==> src/rtl/dmem_access_ctrl_pkg.sv <==
// Shared definitions for the data-memory load/store unit.
//   - memory command encodings driven on dm_ctrl_sig
//   - FSM state encodings
//   - latched request payload
package dmem_access_ctrl_pkg;

    localparam int unsigned DMEM_DEPTH  = 256;
    localparam int unsigned DMEM_DATA_W = 128;
    localparam int unsigned DMEM_ADDR_W = 32;
    localparam int unsigned DMEM_MASK_W = DMEM_DATA_W / 8;
    localparam int unsigned DM_CTRL_W   = 2;

    // Memory command encodings
    localparam logic [DM_CTRL_W-1:0] MEMNOP = 2'b00;
    localparam logic [DM_CTRL_W-1:0] MEMWLD = 2'b01;
    localparam logic [DM_CTRL_W-1:0] MEMWST = 2'b10;

    typedef enum logic [2:0] {
        ST_IDLE = 3'd0,
        ST_RD   = 3'd1,
        ST_CAP  = 3'd2,
        ST_WR   = 3'd3,
        ST_RESP = 3'd4
    } state_e;

    typedef struct packed {
        logic                   store;
        logic [DMEM_ADDR_W-1:0] addr;
        logic [DMEM_DATA_W-1:0] wdata;
        logic [DMEM_MASK_W-1:0] bmask;
    } dmem_req_t;

endpackage

==> src/rtl/wide_byte_merge.sv <==
// Byte-lane select: each output byte comes from new_i where mask_i is set,
// otherwise from old_i.
//   old_i    : word read back from memory
//   new_i    : store data
//   mask_i   : byte enables, bit i covers bits [8i +: 8]
//   merged_o : combined word
module wide_byte_merge #(
    parameter int unsigned DATA_W = 128
) (
    input  logic [DATA_W-1:0]   old_i,
    input  logic [DATA_W-1:0]   new_i,
    input  logic [DATA_W/8-1:0] mask_i,
    output logic [DATA_W-1:0]   merged_o
);

    localparam int unsigned MASK_W = DATA_W / 8;

    always_comb begin
        merged_o = old_i;
        for (int i = 0; i < MASK_W; i++) begin
            if (mask_i[i]) begin
                merged_o[8*i +: 8] = new_i[8*i +: 8];
            end
        end
    end

endmodule

==> src/rtl/dmem_access_ctrl.sv <==
// Load/store unit driving the data memory. One request at a time over a
// valid/ready handshake; partial stores are read-modify-write.
//   clk, reset              : clock, synchronous active-high reset
//   req_*                   : request channel (store flag, word address, data, byte mask)
//   rsp_*                   : response channel (load data, address error)
//   dm_ctrl_sig             : memory command (MEMWLD / MEMWST / MEMNOP)
//   mem_ctrl_addr           : memory word address
//   dm_data_in / dm_data_out: memory write / read data
module dmem_access_ctrl
    import dmem_access_ctrl_pkg::*;
#(
    parameter int unsigned DEPTH = DMEM_DEPTH
) (
    input  logic                   clk,
    input  logic                   reset,
    input  logic                   req_valid,
    output logic                   req_ready,
    input  logic                   req_store,
    input  logic [DMEM_ADDR_W-1:0] req_addr,
    input  logic [DMEM_DATA_W-1:0] req_wdata,
    input  logic [DMEM_MASK_W-1:0] req_bmask,
    output logic                   rsp_valid,
    input  logic                   rsp_ready,
    output logic [DMEM_DATA_W-1:0] rsp_data,
    output logic                   rsp_err,
    output logic [DM_CTRL_W-1:0]   dm_ctrl_sig,
    output logic [DMEM_ADDR_W-1:0] mem_ctrl_addr,
    output logic [DMEM_DATA_W-1:0] dm_data_in,
    input  logic [DMEM_DATA_W-1:0] dm_data_out
);

    state_e                 state_q, state_d;
    dmem_req_t              req_q, req_d;
    logic [DM_CTRL_W-1:0]   ctrl_q, ctrl_d;
    logic [DMEM_ADDR_W-1:0] addr_q, addr_d;
    logic [DMEM_DATA_W-1:0] wdata_q, wdata_d;
    logic [DMEM_DATA_W-1:0] rsp_data_q, rsp_data_d;
    logic                   rsp_valid_q, rsp_valid_d;
    logic                   rsp_err_q, rsp_err_d;
    logic                   req_ready_q, req_ready_d;

    logic                   accept_c;
    logic                   addr_err_c;
    logic                   full_mask_c;
    logic                   empty_mask_c;
    logic [DMEM_DATA_W-1:0] merged_c;

    // Full-width compare so high address bits can never alias into range
    assign accept_c     = (state_q == ST_IDLE) && req_valid && req_ready_q;
    assign addr_err_c   = req_addr >= DMEM_ADDR_W'(DEPTH);
    assign full_mask_c  = &req_bmask;
    assign empty_mask_c = ~|req_bmask;

    wide_byte_merge #(
        .DATA_W (DMEM_DATA_W)
    ) u_merge (
        .old_i    (dm_data_out),
        .new_i    (req_q.wdata),
        .mask_i   (req_q.bmask),
        .merged_o (merged_c)
    );

    // State register
    always_ff @(posedge clk) begin
        if (reset) begin
            state_q <= ST_IDLE;
        end else begin
            state_q <= state_d;
        end
    end

    // Next-state logic
    always_comb begin
        state_d = state_q;
        case (state_q)
            ST_IDLE: begin
                if (accept_c) begin
                    if (addr_err_c)                    state_d = ST_RESP;
                    else if (req_store && full_mask_c)  state_d = ST_WR;
                    else if (req_store && empty_mask_c) state_d = ST_RESP;
                    else                                state_d = ST_RD;
                end
            end
            ST_RD:   state_d = ST_CAP;
            ST_CAP:  state_d = req_q.store ? ST_WR : ST_RESP;
            ST_WR:   state_d = ST_RESP;
            ST_RESP: if (rsp_ready) state_d = ST_IDLE;
            default: state_d = ST_IDLE;
        endcase
    end

    // Output/datapath next values; flags are decoded from the next state so
    // the registered outputs line up with the state they belong to.
    always_comb begin
        req_d       = req_q;
        addr_d      = addr_q;
        wdata_d     = wdata_q;
        rsp_data_d  = rsp_data_q;
        rsp_err_d   = rsp_err_q;
        rsp_valid_d = (state_d == ST_RESP);
        req_ready_d = (state_d == ST_IDLE);
        case (state_d)
            ST_RD:   ctrl_d = MEMWLD;
            ST_WR:   ctrl_d = MEMWST;
            default: ctrl_d = MEMNOP;
        endcase

        if (accept_c) begin
            req_d.store = req_store;
            req_d.addr  = req_addr;
            req_d.wdata = req_wdata;
            req_d.bmask = req_bmask;
            addr_d      = req_addr;
            rsp_err_d   = addr_err_c;
            rsp_data_d  = '0;
            if (req_store && full_mask_c) begin
                wdata_d = req_wdata;
            end
        end

        // dm_data_out holds the word read during RD
        if (state_q == ST_CAP) begin
            if (req_q.store) wdata_d    = merged_c;
            else             rsp_data_d = dm_data_out;
        end
    end

    // Output and request registers
    always_ff @(posedge clk) begin
        if (reset) begin
            req_q       <= '0;
            ctrl_q      <= MEMNOP;
            addr_q      <= '0;
            wdata_q     <= '0;
            rsp_data_q  <= '0;
            rsp_valid_q <= 1'b0;
            rsp_err_q   <= 1'b0;
            req_ready_q <= 1'b0;
        end else begin
            req_q       <= req_d;
            ctrl_q      <= ctrl_d;
            addr_q      <= addr_d;
            wdata_q     <= wdata_d;
            rsp_data_q  <= rsp_data_d;
            rsp_valid_q <= rsp_valid_d;
            rsp_err_q   <= rsp_err_d;
            req_ready_q <= req_ready_d;
        end
    end

    assign req_ready     = req_ready_q;
    assign rsp_valid     = rsp_valid_q;
    assign rsp_data      = rsp_data_q;
    assign rsp_err       = rsp_err_q;
    assign dm_ctrl_sig   = ctrl_q;
    assign mem_ctrl_addr = addr_q;
    assign dm_data_in    = wdata_q;

endmodule
==> config.mk <==
export PLATFORM = sky130hd
export DESIGN_NAME = dmem_access_ctrl
export DESIGN_NICKNAME = d
export VERILOG_FILES = /design/src/rtl/dmem_access_ctrl_pkg.sv /design/src/rtl/wide_byte_merge.sv /design/src/rtl/dmem_access_ctrl.sv
export SDC_FILE = /design/constraint.sdc
export NUM_CORES = 1
export LEC_CHECK = 0
export CAP_MARGIN = 40
export CELL_PAD_IN_SITES_DETAIL_PLACEMENT = 0
export CELL_PAD_IN_SITES_GLOBAL_PLACEMENT = 1
export CORE_MARGIN = 2
export CORE_UTILIZATION = 33
export CTS_BUF_LIST = sky130_fd_sc_hd__clkbuf_8 sky130_fd_sc_hd__clkbuf_16
export DETAILED_ROUTE_END_ITERATION = 16
export PLACE_DENSITY = 0.87
export SLEW_MARGIN = 20
export SYNTH_ARGS = -nofsm -noshare
export SYNTH_HDL_FRONTEND = slang
export SYNTH_SLANG_ARGS = --single-unit
export TNS_END_PERCENT = 100
==> constraint.sdc <==
create_clock -name clk -period 2.2 [get_ports clk]
set_clock_uncertainty 0.05 [all_clocks]
set_input_delay 0.33 -clock clk [delete_from_list [all_inputs] [get_ports clk]]
set_output_delay 0.33 -clock clk [all_outputs]
set_load 0.005 [all_outputs]
* Word level (Yosys, flattened, before mapping)
Index checks and enable logic that the tools add are counted. Widths: inputs -> output; s select.
Word-level totals: bits of input ports 309, register bits 441, logic and storage cells 59, output and inout bits 293
Cells by class: reductions and logical operators 9, magnitude comparators 1, multiplexer cells 31, equal/unequal tests 7
Operator list (count):
- $mux 128 | 7
- $mux 8 | 16
- $ge 32x9->1 const B | 1
- $mux 3 | 6
- $reduce_and 16->1 | 1
- $reduce_or 16->1 | 1
- $pmux 3 s5 | 1
- $eq 3x2->1 const B | 3
- $eq 3x1->1 const B | 2
- $eq 3x3->1 const B | 2
- $logic_not 3->1 | 2
- $logic_and 1x1->1 | 4
- $pmux 2 s2 | 1
- $logic_not 1->1 | 1

* Depth between registers and ports, before layout
Gate-level depths: netlist (run 1).
depth after elaboration 10, mapped depth 8, depth with buffers taken out 5

* By module
Synthesis (run 1) repeated with hierarchy kept, for this count alone.
Second synthesis, totals: cells, all modules 2253, area total of the unflattened synthesis 18744.2 um^2
Modules (own cells, without submodules):
- dmem_access_ctrl | cells each 2109, area an instance 17122.7 um^2, sequential area each 8828.5 um^2, times used 1
- wide_byte_merge | cells each 144, area an instance 1621.6 um^2, sequential area each 0.0 um^2, times used 1

* Worst setup path before layout (run 1)
Ideal clock, no wire load.
path kind register -> register, start point reg state_q[0], end point reg rsp_data_q[107], in the netlist rsp_data[107], data required time 2018 ps, cell stages (with the launch flop) 8, clock period less this slack 1758 ps, slack 442 ps, library setup time 132 ps, arrival time 1576 ps, buffers on the path 4, path through dfxtp_1 > buf_2 > or4_1 > clkbuf_1 > clkbuf_1 > buf_2 > nand3_1 > a21oi_1
Between the ends: longest elaborated chain between the ends 6, elaborated cells between the ends (all ways) 7, classes of those cells eq/ne (1); mux (3); reduce/logical (3)
Ends and longest elaborated chain:
- start: declaration | RTL line dmem_access_ctrl.sv:32 | state_e state_q, state_d;
- start signal: assignment | RTL line dmem_access_ctrl.sv:68 | state_q <= state_d;
- $logic_not 3->1 | RTL line dmem_access_ctrl.sv:49 | assign accept_c = (state_q == ST_IDLE) && req_valid && req_ready_q;
- $logic_and 1x1->1 (2 in a row) | RTL line dmem_access_ctrl.sv:49
- $mux 128 | RTL line dmem_access_ctrl.sv:108 | if (accept_c) begin
- $mux 128 | RTL line dmem_access_ctrl.sv:123 | if (req_q.store) wdata_d = merged_c;
- $mux 128 (*) | RTL line dmem_access_ctrl.sv:122 | if (state_q == ST_CAP) begin
- end signal: assignment | RTL line dmem_access_ctrl.sv:144 | rsp_data_q <= rsp_data_d;
- end: declaration | RTL line dmem_access_ctrl.sv:37 | logic [DMEM_DATA_W-1:0] rsp_data_q, rsp_data_d;
Mark *: on every way between the ends. The rest lies on a longest branch, timed or not. A chain may end at the register's enable or synchronous reset.

* Final worst setup path (run 1)
start point reg state_q[0], end point reg wdata_q[18], in the netlist dm_data_in[18]
Between the ends: longest elaborated chain between the ends 6, elaborated cells between the ends (all ways) 7, classes of those cells eq/ne (1); mux (3); reduce/logical (3)
Ends and longest elaborated chain:
- $logic_not 3->1 | RTL line dmem_access_ctrl.sv:49
- $logic_and 1x1->1 (2 in a row) | RTL line dmem_access_ctrl.sv:49
- $mux 128 | RTL line dmem_access_ctrl.sv:108
- $mux 128 | RTL line dmem_access_ctrl.sv:123
- $mux 128 (*) | RTL line dmem_access_ctrl.sv:122
- end signal: assignment | RTL line dmem_access_ctrl.sv:143 | wdata_q <= wdata_d;
- end: declaration | RTL line dmem_access_ctrl.sv:36 | logic [DMEM_DATA_W-1:0] wdata_q, wdata_d;
Marks and branches as above.

==> reports/summary.md, run 1 <==
The number of distinct library cell variants in the gate-level netlist after synthesis was 27; the gate count after technology mapping was 2,266. For the worst slack at placement, the log shows -0.3976 ns. The first TritonRoute pass finished after 8 iterations. Entering global routing, the biggest net connects 109 pins.

The worst-case IR drop observed on VDD is 552.9 µV. The worst setup path is launched from a flip-flop. Setup repair after global routing left no endpoint under its margin.

In the final design database the tool counted 3,082 nets. Yosys instantiated no cell more often than sky130_fd_sc_hd__nand2_1. Synthesis produced a netlist with a net count of 2,575.

For the finished layout, the period the worst path requires is 2.146 ns. TritonCTS built the clock tree. For the number of buffers inserted during clock tree synthesis, the log shows 49. The worst hold path belongs to the class in -> reg.

The logs give 71,620 µm for the total wire length after detailed routing and 0 for the max-capacitance violation count. The tools report the combined global-route utilization of all metal layers as 24.17%. The synthesized design devotes to its leading area cell type 49.14% of total area. The worst hold slack came out at 0.1220 ns. Class of the most critical setup path: reg -> reg. The count of nets left with antenna violations once routing finished came out at 0.

For the number of placed I/O pins, the log shows 602. The fmax is 465.9 MHz. The type of element capturing the critical path was a flip-flop. The synthesized design contains 0 enable-type register cells. The via count of the first global-routing pass is 18,290, and the vias after detailed routing is 18,820. Counting flops and latches in the post-synthesis netlist gives 441. The final routed DRC violation total is 0, and the quantity of I/O buffers inserted on ports is 601.

In the post-synthesis netlist, the biggest area contributors are sky130_fd_sc_hd__dfxtp_1, sky130_fd_sc_hd__nand2_1, sky130_fd_sc_hd__a21oi_1. The first global-routing pass estimated 107,800 µm of wire. Of the total synthesized cell area, the portion taken by AND, OR, NAND and NOR gates is 31.13%.

The main combinational cell family by area after synthesis is simple AND/OR/NAND/NOR gates. The run gives 0 as the total number of yosys warnings. Dividing the final minimum period by the clock period gives 97.57%.

The tools report the number of antenna violations at the first check in global routing as 11. The dominant register cell in the synthesized netlist is sky130_fd_sc_hd__dfxtp_1. Dividing the detail-routed wire length by the instance count gives 20.37 µm. The region available for standard cell placement spans 53,810 µm². The area fraction in compound gates after synthesis is 14.16%, and the xor/xnor cell area share of the yosys netlist is 0%. Global routing finished with a remaining overflow of 0. Measured on the finished design, the core utilization comes to 49.16%. In the synthesized netlist, mux cells make up 0.05572% of the area. Of the cells placed in the final design, the portion with a size suffix greater than 1 is 5.727%. The hold violation count in the final report was 0. The slew at the pin closest to its max-slew limit is 0.7452 ns, and the floorplan die height is 237.3 µm.

After the first detailed-routing iteration, the DRC count stood at 1,406. The area added between synthesis and finish is 47.26%, and the setup-violating endpoint count in the final report is 0. The tools report the clock root buffer master as sky130_fd_sc_hd__clkbuf_16. The average instance in the mapped netlist occupies 7.928 µm². Once routing completed, OpenROAD measured the worst setup slack at 0.05354 ns. For the headroom to the max-slew limit, the log shows 50.25%. The required time at the worst-slack endpoint is 2.61 ns, and the post-detailed-route via-to-cell ratio is 5.352.

The congestion estimate from routability-driven global placement came to 0.8698. The tools report the endpoint arrival time on the critical path as 2.55 ns. The flow ran to the end, and the final reports show no timing, DRC or antenna violations. Summed over all cells, the static leakage comes to 8.612 nW. The run gives 33.38% as the starting density of the core. For this design the ratio of total power to cell area is 682.5 nW/µm². For the floorplan row count, the log shows 85.

In this run the deepest clock path goes through 3 buffers. The floorplan step defined a die boundary enclosing 56,320 µm². The dominant cell type by area after synthesis is sky130_fd_sc_hd__dfxtp_1.

The layout has 5,044 filler cells. After clock tree synthesis, the clock-pin slew on the worst setup and hold paths is 0.06 ns. The number of clock sinks seen by CTS was 441; the detailed placement HPWL was 50,200 µm. The async set or reset register ratio after synthesis was 0%; the power consumption was 18.05 mW. The final-layout setup total negative slack came out at 0 ns. The share of synthesized cell area in full adder, half adder and majority cells was 0%; the number of levels the H-tree was split into was 2.

The logs give 49.14% for the proportion of synthesized chip area in sequential cells and 17,960 µm² for the netlist area before placement. For the worst-skew pair, the clock arrives at the later sink with an insertion delay of 0.59 ns. In the synthesized netlist, the cells that appear most often are sky130_fd_sc_hd__nand2_1, sky130_fd_sc_hd__dfxtp_1, sky130_fd_sc_hd__a21oi_1, sky130_fd_sc_hd__nor3_1, sky130_fd_sc_hd__nor4_1. The tools report the count of final max-slew check failures as 0. The worst-path maximum fanout works out to 29.

The die is 237.3 µm wide.
==> registers in the layout (all words and copies together) (netlist names) <==
signal and count:
req_q 145, dm_data_in 128, rsp_data 128, mem_ctrl_addr 32
state_q 3, dm_ctrl_sig 2, req_ready 1, rsp_err 1
rsp_valid 1
==> power breakdown <==
| group | leakage, nW | switching (mW) | internal (mW) |
|---|---|---|---|
| Combinational | 4.20 | 0.783 | 0.843 |
| Clock | 0.844 | 3.40 | 4.72 |
| Sequential | 3.57 | 0.151 | 8.15 |
==> worst paths after layout <==
check	startpoint	endpoint	slack [ns]	cells after the start
setup / recovery	state_q[0]$_SDFF_PP0_	dm_data_in[18]$_SDFF_PP0_	0.05	6
hold reg to reg	req_q[35]$_SDFFE_PP0P_	req_q[35]$_SDFFE_PP0P_	0.40	2
hold / removal	reset	req_q[36]$_SDFFE_PP0P_	0.12	2
setup reg to reg	state_q[0]$_SDFF_PP0_	dm_data_in[18]$_SDFF_PP0_	0.05	6
==> worst max-delay path, cell delays in order (launching register included) <==
cell                      delay, ns
sky130_fd_sc_hd__dfxtp_1       0.43
sky130_fd_sc_hd__nor4_4        0.37
sky130_fd_sc_hd__buf_4         0.31
sky130_fd_sc_hd__nand3_4       0.14
sky130_fd_sc_hd__buf_4         0.28
sky130_fd_sc_hd__nor3_1        0.30
sky130_fd_sc_hd__nor4_1        0.10
==> kinds of logic (layout without fill, tap and decap cells) <==
logic type / count (synthesis) / after routing
compound gates: 441 / 441
buf+inv: 219 / 764
flops: 441 / 441
mux: 1 / 1
other cells: 0 / 9
simple gates: 1164 / 1164
==> repair_timing <==
action | 4_1_cts | 5_1_grt
gates resized for setup | 0 | 2
endpoints found under the setup margin | 0 | 3
buffers inserted | 0 | 0
hold buffers | 0 | 0
==> cells in the final DEF, fill, tap and decap left out, types with 9 or more instances in the layout <==
master	n
sky130_fd_sc_hd__nand2_1	487
sky130_fd_sc_hd__nor3_1	261
sky130_fd_sc_hd__nor2b_1	129
sky130_fd_sc_hd__clkdlybuf4s50_1	600
sky130_fd_sc_hd__dfxtp_1	441
sky130_fd_sc_hd__inv_1	15
sky130_fd_sc_hd__nand3_1	130
sky130_fd_sc_hd__diode_2	9
sky130_fd_sc_hd__buf_4	43
sky130_fd_sc_hd__a21oi_1	308
sky130_fd_sc_hd__buf_12	29
sky130_fd_sc_hd__clkbuf_16	49
sky130_fd_sc_hd__clkbuf_8	13
sky130_fd_sc_hd__nor4_1	136
sky130_fd_sc_hd__a211oi_1	129
==> cell type report <==
| cell class | instances | area [µm²] | area share (%) |
|---|---|---|---|
| flip-flops and latches | 441 | 8828 | 33.37 |
| multi-input cells | 1606 | 8184 | 30.94 |
| repair buffers | 675 | 6947 | 26.26 |
| clock buffers | 62 | 1405 | 5.311 |
| well taps | 696 | 870.8 | 3.292 |
| clock inverters | 27 | 197.7 | 0.7473 |
| diodes | 9 | 22.52 | 0.08513 |
==> stage by stage <==
step,cell area (µm²),std cells
2_1_floorplan,17960,2266
3_3_place_gp,24820,3418
3_5_place_dp,24820,3418
4_1_cts,26430,3507
5_1_grt,26460,3516
6_report,26460,3516
==> layer usage <==
| metal | track usage (%) | part of all wire (%) |
|---|---|---|
| met1 | 29.42 | 40 |
| met2 | 40.46 | 48 |
| met3 | 6.190 | 8.2 |
| met4 | 10.31 | 4.1 |
| met5 | 0 | 0.034 |
Power figures use the tool's default switching activity.
==> inputs of run 2 (changes only) <==
Settings changed: ABC_AREA set to 1, CORE_UTILIZATION 33 to 32, PLACE_DENSITY 0.87 to 0.86.
==> run 2 against run 1 <==
  * Critical path depth is 1 higher
  * Core utilization is 1.5 points lower
  * Synthesized cell count is 14% higher
  * Worst hold slack better by 0.11 ns
  * Total power is 5.2% higher
  * Critical path type unchanged
  * Register-to-register slack better by 0.13 ns
  * Sequential power hardly changed
  * Clock-buffer cell count is 3 higher
  * Die area is 5.2% higher
  * Largest cell class unchanged
  * First-iteration DRC count is 35% lower
  * Combinational power is 14% higher
==> reports/summary.md, run 2 <==
The netlist area before placement came out at 18,330 µm² (+2.1%). The post-detailed-route via-to-cell ratio is 4.722 (-12%). The static leakage power is 10.42 nW (+21%), and the required time at the worst-slack endpoint is 2.59 ns (-0.02 ns). The number of nets in the synthesized netlist came out at 2,882 (+12%). The area of the core was 56,500 µm² (+5.0%). The maximum number of pins on one net before global-route repair was 143 (+31%).

sky130_fd_sc_hd__dfxtp_1 takes more of the synthesized area than any other cell. The number of levels the H-tree was split into was 2 (unchanged); the async set or reset register ratio after synthesis was 0% (unchanged). The die boundary width was 243.4 µm (+2.5%). From synthesis to final layout, the design area changed by 46.75%.

The number of post-CTS setup repair buffers was 0 (unchanged). The headroom to the max-slew limit came out at 59.32% (+9.1 points). The first-pass GRT wire length was 98,190 µm (-8.9%); the proportion of netlist area held by the largest area contributor was 48.15% (-0.99 points).

The number of distinct library cell variants in the gate-level netlist after synthesis is 19 (-30%), and the max-capacitance violation count is 0 (unchanged). Clock root buffer master: sky130_fd_sc_hd__clkbuf_16. The quantity of I/O buffers inserted on ports came out at 601 (unchanged). The total number of yosys warnings is 0 (unchanged). The final clock period utilization by the worst path is 91.85% (-5.7 points), and the detailed placement HPWL is 44,620 µm (-11%).

Type of element launching the critical path: a flip-flop. The power density relative to cell area is 705.8 nW/µm² (+3.4%). The floorplan die height came out at 243.4 µm (+2.5%). The count of cells resized by post-cts repair was 0 (unchanged); the mean instance size in the synthesized netlist was 7.125 µm² (-10%). The flip-flop count of the largest register after layout was 145 (unchanged). The share of final-layout standard cells stronger than drive strength 1 was 4.939% (-0.79 points).

Sorting the synthesized cells by area gives the leading types as sky130_fd_sc_hd__dfxtp_1, sky130_fd_sc_hd__nand2_1, sky130_fd_sc_hd__o21ai_0. For the starting density of the core, the log shows 32.45% (-0.93 points). The origin of the critical flop-to-flop path is state_q[2]$_SDFF_PP0_. The area taken by multi-input logic gates was 7744 µm² (-5.4%). The global placement routability congestion came out at 0.8136 (-6.5%). The full die area was 59,220 µm² (+5.2%); the first-iteration detailed-routing DRC count was 914 (-35%). The worst-path maximum fanout was 128 (+340%). The number of enable flip-flop cells after synthesis was 0 (unchanged); the total wire length after detailed routing was 64,820 µm (-9.5%). The worst min-delay path category is in -> reg. The slew at the pin closest to its max-slew limit is 0.6102 ns (-0.1349 ns).

The register bit total from synthesis came out at 441 (unchanged). The clock period minus final worst setup slack was 2.021 ns (-0.1259 ns); the floorplan row count was 87 (+2.4%). For the worst hold slack, the log shows 0.2337 ns (+0.1116 ns). The endpoint arrival time on the critical path was 2.41 ns (-0.14 ns). The final routed DRC violation total is 0 (unchanged), and the depth of the worst register-to-register path is 7 (+1).

The peak ir drop on the vdd network came out at 501.1 µV (-9.4%). Setup repair after global routing left no endpoint under its margin. For the count of final max-slew check failures, the log shows 0 (unchanged). In the synthesized netlist, the cells that appear most often are sky130_fd_sc_hd__nand2_1, sky130_fd_sc_hd__o21ai_0, sky130_fd_sc_hd__dfxtp_1, sky130_fd_sc_hd__a21oi_1, sky130_fd_sc_hd__inv_1. In the post-synthesis netlist, the cell with the most instances is sky130_fd_sc_hd__nand2_1. The via count of the first global-routing pass was 16,950 (-7.3%). The flow ran to the end, and the final reports show no timing, DRC or antenna violations. The tools report the hold violation count in the final report as 0 (unchanged). The dominant register cell in the synthesized netlist is sky130_fd_sc_hd__dfxtp_1. The run gives 602 (unchanged) as the number of placed I/O pins.

The power consumption came out at 18.99 mW (+5.2%). The logs give 0 (unchanged) for the count of hold-fix buffers inserted at cts and 3,783 (+11%) for the number of cells in the design after placement. For the fmax, the log shows 494.9 MHz (+6.2%). The logs give -0.2157 ns (+0.1820 ns) for the worst slack at placement and 3 (unchanged) for the maximum buffer depth of the clock tree.

The tools report the utilization after layout as 47.62% (-1.5 points). Gate count after technology mapping: 2,573 (+14%). The type of element capturing the critical path was a flip-flop.

The detail-routed net length per standard cell is 16.71 µm (-18%). Leaving out fill and tap cells, the most frequent cell in the layout is sky130_fd_sc_hd__nand2_1. The tools report the final non-filler cell total as 3,878 (+10%). For the register cell area after layout, the log shows 8828 µm² (unchanged). The vias after detailed routing came out at 18,310 (-2.7%). The number of antenna violations at the first check in global routing was 8 (-3); the number of buffers inserted during clock tree synthesis was 50 (+2.0%). The remaining antenna violation count after routing was 0 (unchanged). The number of clock sinks seen by CTS is 441 (unchanged). The clock-pin slew on the worst setup and hold paths came out at 0.06 ns (about the same). The tools report the endpoint of the worst register-to-register path as dm_data_in[6]$_SDFF_PP0_. Worst-skew pair later-pin latency: 0.58 ns (about the same). The worst setup path endpoint was dm_data_in[6]$_SDFF_PP0_.

Setup-violating endpoint count in the final report: 0 (unchanged). The run gives 0 ns (unchanged) as the final-layout setup total negative slack. Class of the most critical setup path: reg -> reg. The logs give 0 (unchanged) for the global route total overflow and 20.82% (-3.4 points) for the combined global-route utilization of all metal layers.

The number of nets in the finished design was 3,389 (+10%); the slack of the worst reg-to-reg path was 0.18 ns (+0.13 ns). For the proportion of synthesized chip area in sequential cells, the log shows 48.15% (-0.99 points). TritonCTS built the clock tree.

Register with the highest flop count: req_q. The tools report the setup slack of the critical path after layout as 0.1794 ns (+0.1259 ns). Tracing the worst setup path back leads to its startpoint at state_q[2]$_SDFF_PP0_.

The logs give 25,140 µm² (+1.3%) for the instance area after placement and 26,900 µm² (+1.7%) for the finished layout cell area. The total of fill cells in the finished design was 5,617 (+11%). Leaving out fill and tap cells, the most frequent cells in the layout are sky130_fd_sc_hd__nand2_1, sky130_fd_sc_hd__clkdlybuf4s50_1, sky130_fd_sc_hd__o21ai_0, sky130_fd_sc_hd__dfxtp_1, sky130_fd_sc_hd__a21oi_1.

For the length of the first detailed-routing pass in iterations, the log shows 5 (-3).
-- run 2: worst min path at each step --
stage | depth (start not counted) | slack [ns] | start | end
after CTS | 4 | 0.22 | reset | req_q[14]$_SDFFE_PP0P_
after global routing | 3 | 0.24 | req_addr[5] | mem_ctrl_addr[5]$_SDFFE_PP0P_
after global placement | 2 | 0.38 | req_q[86]$_SDFFE_PP0P_ | req_q[86]$_SDFFE_PP0P_
final | 4 | 0.23 | reset | dm_data_in[125]$_SDFF_PP0_
after detailed placement | 2 | 0.39 | req_q[133]$_SDFFE_PP0P_ | req_q[133]$_SDFFE_PP0P_
after floorplan | 2 | 0.37 | req_q[48]$_SDFFE_PP0P_ | req_q[48]$_SDFFE_PP0P_
-- run 2: critical path, cell delays in order (launching register included) --
cell	delay [ns]
sky130_fd_sc_hd__dfxtp_1	0.31
sky130_fd_sc_hd__inv_1	0.12
sky130_fd_sc_hd__nand2_1	0.12
sky130_fd_sc_hd__nor2_4	0.20
sky130_fd_sc_hd__nand2_4	0.22
sky130_fd_sc_hd__buf_12	0.29
sky130_fd_sc_hd__o21ai_0	0.33
sky130_fd_sc_hd__a21oi_1	0.06
-- run 2: area by class of cell --
cell class / instances / share of cell area (%)
repair buffers: 656 / 24.98
diodes: 4 / 0.03720
clock buffers: 65 / 5.543
flip-flops and latches: 441 / 32.81
clock inverters: 25 / 0.9348
inverters: 241 / 3.390
multi-input cells: 1690 / 28.78
well taps: 756 / 3.516
-- run 2: kinds of logic after synthesis --
group	count (synthesis)	share of synthesized area (%)
buf+inv	443	9.882
mux	8	0.4914
compound gates	1014	27.69
flops	441	48.15
simple gates	667	13.78
-- run 2: per-layer routing --
layer	up-vias	wire (µm)	GRT usage, %
met5	-	45	0
met4	6	1843	6.550
met3	110	4429	5.232
met2	510	30990	35.05
met1	8225	27510	26.04
li1	9462	-	-
-- run 2: where the power goes --
group	internal (mW)	switching [mW]	total [mW]
clock	5.33	3.51	8.83
sequential	8.21	0.0897	8.30
combinational	0.903	0.954	1.86
total	14.4	4.55	19.0
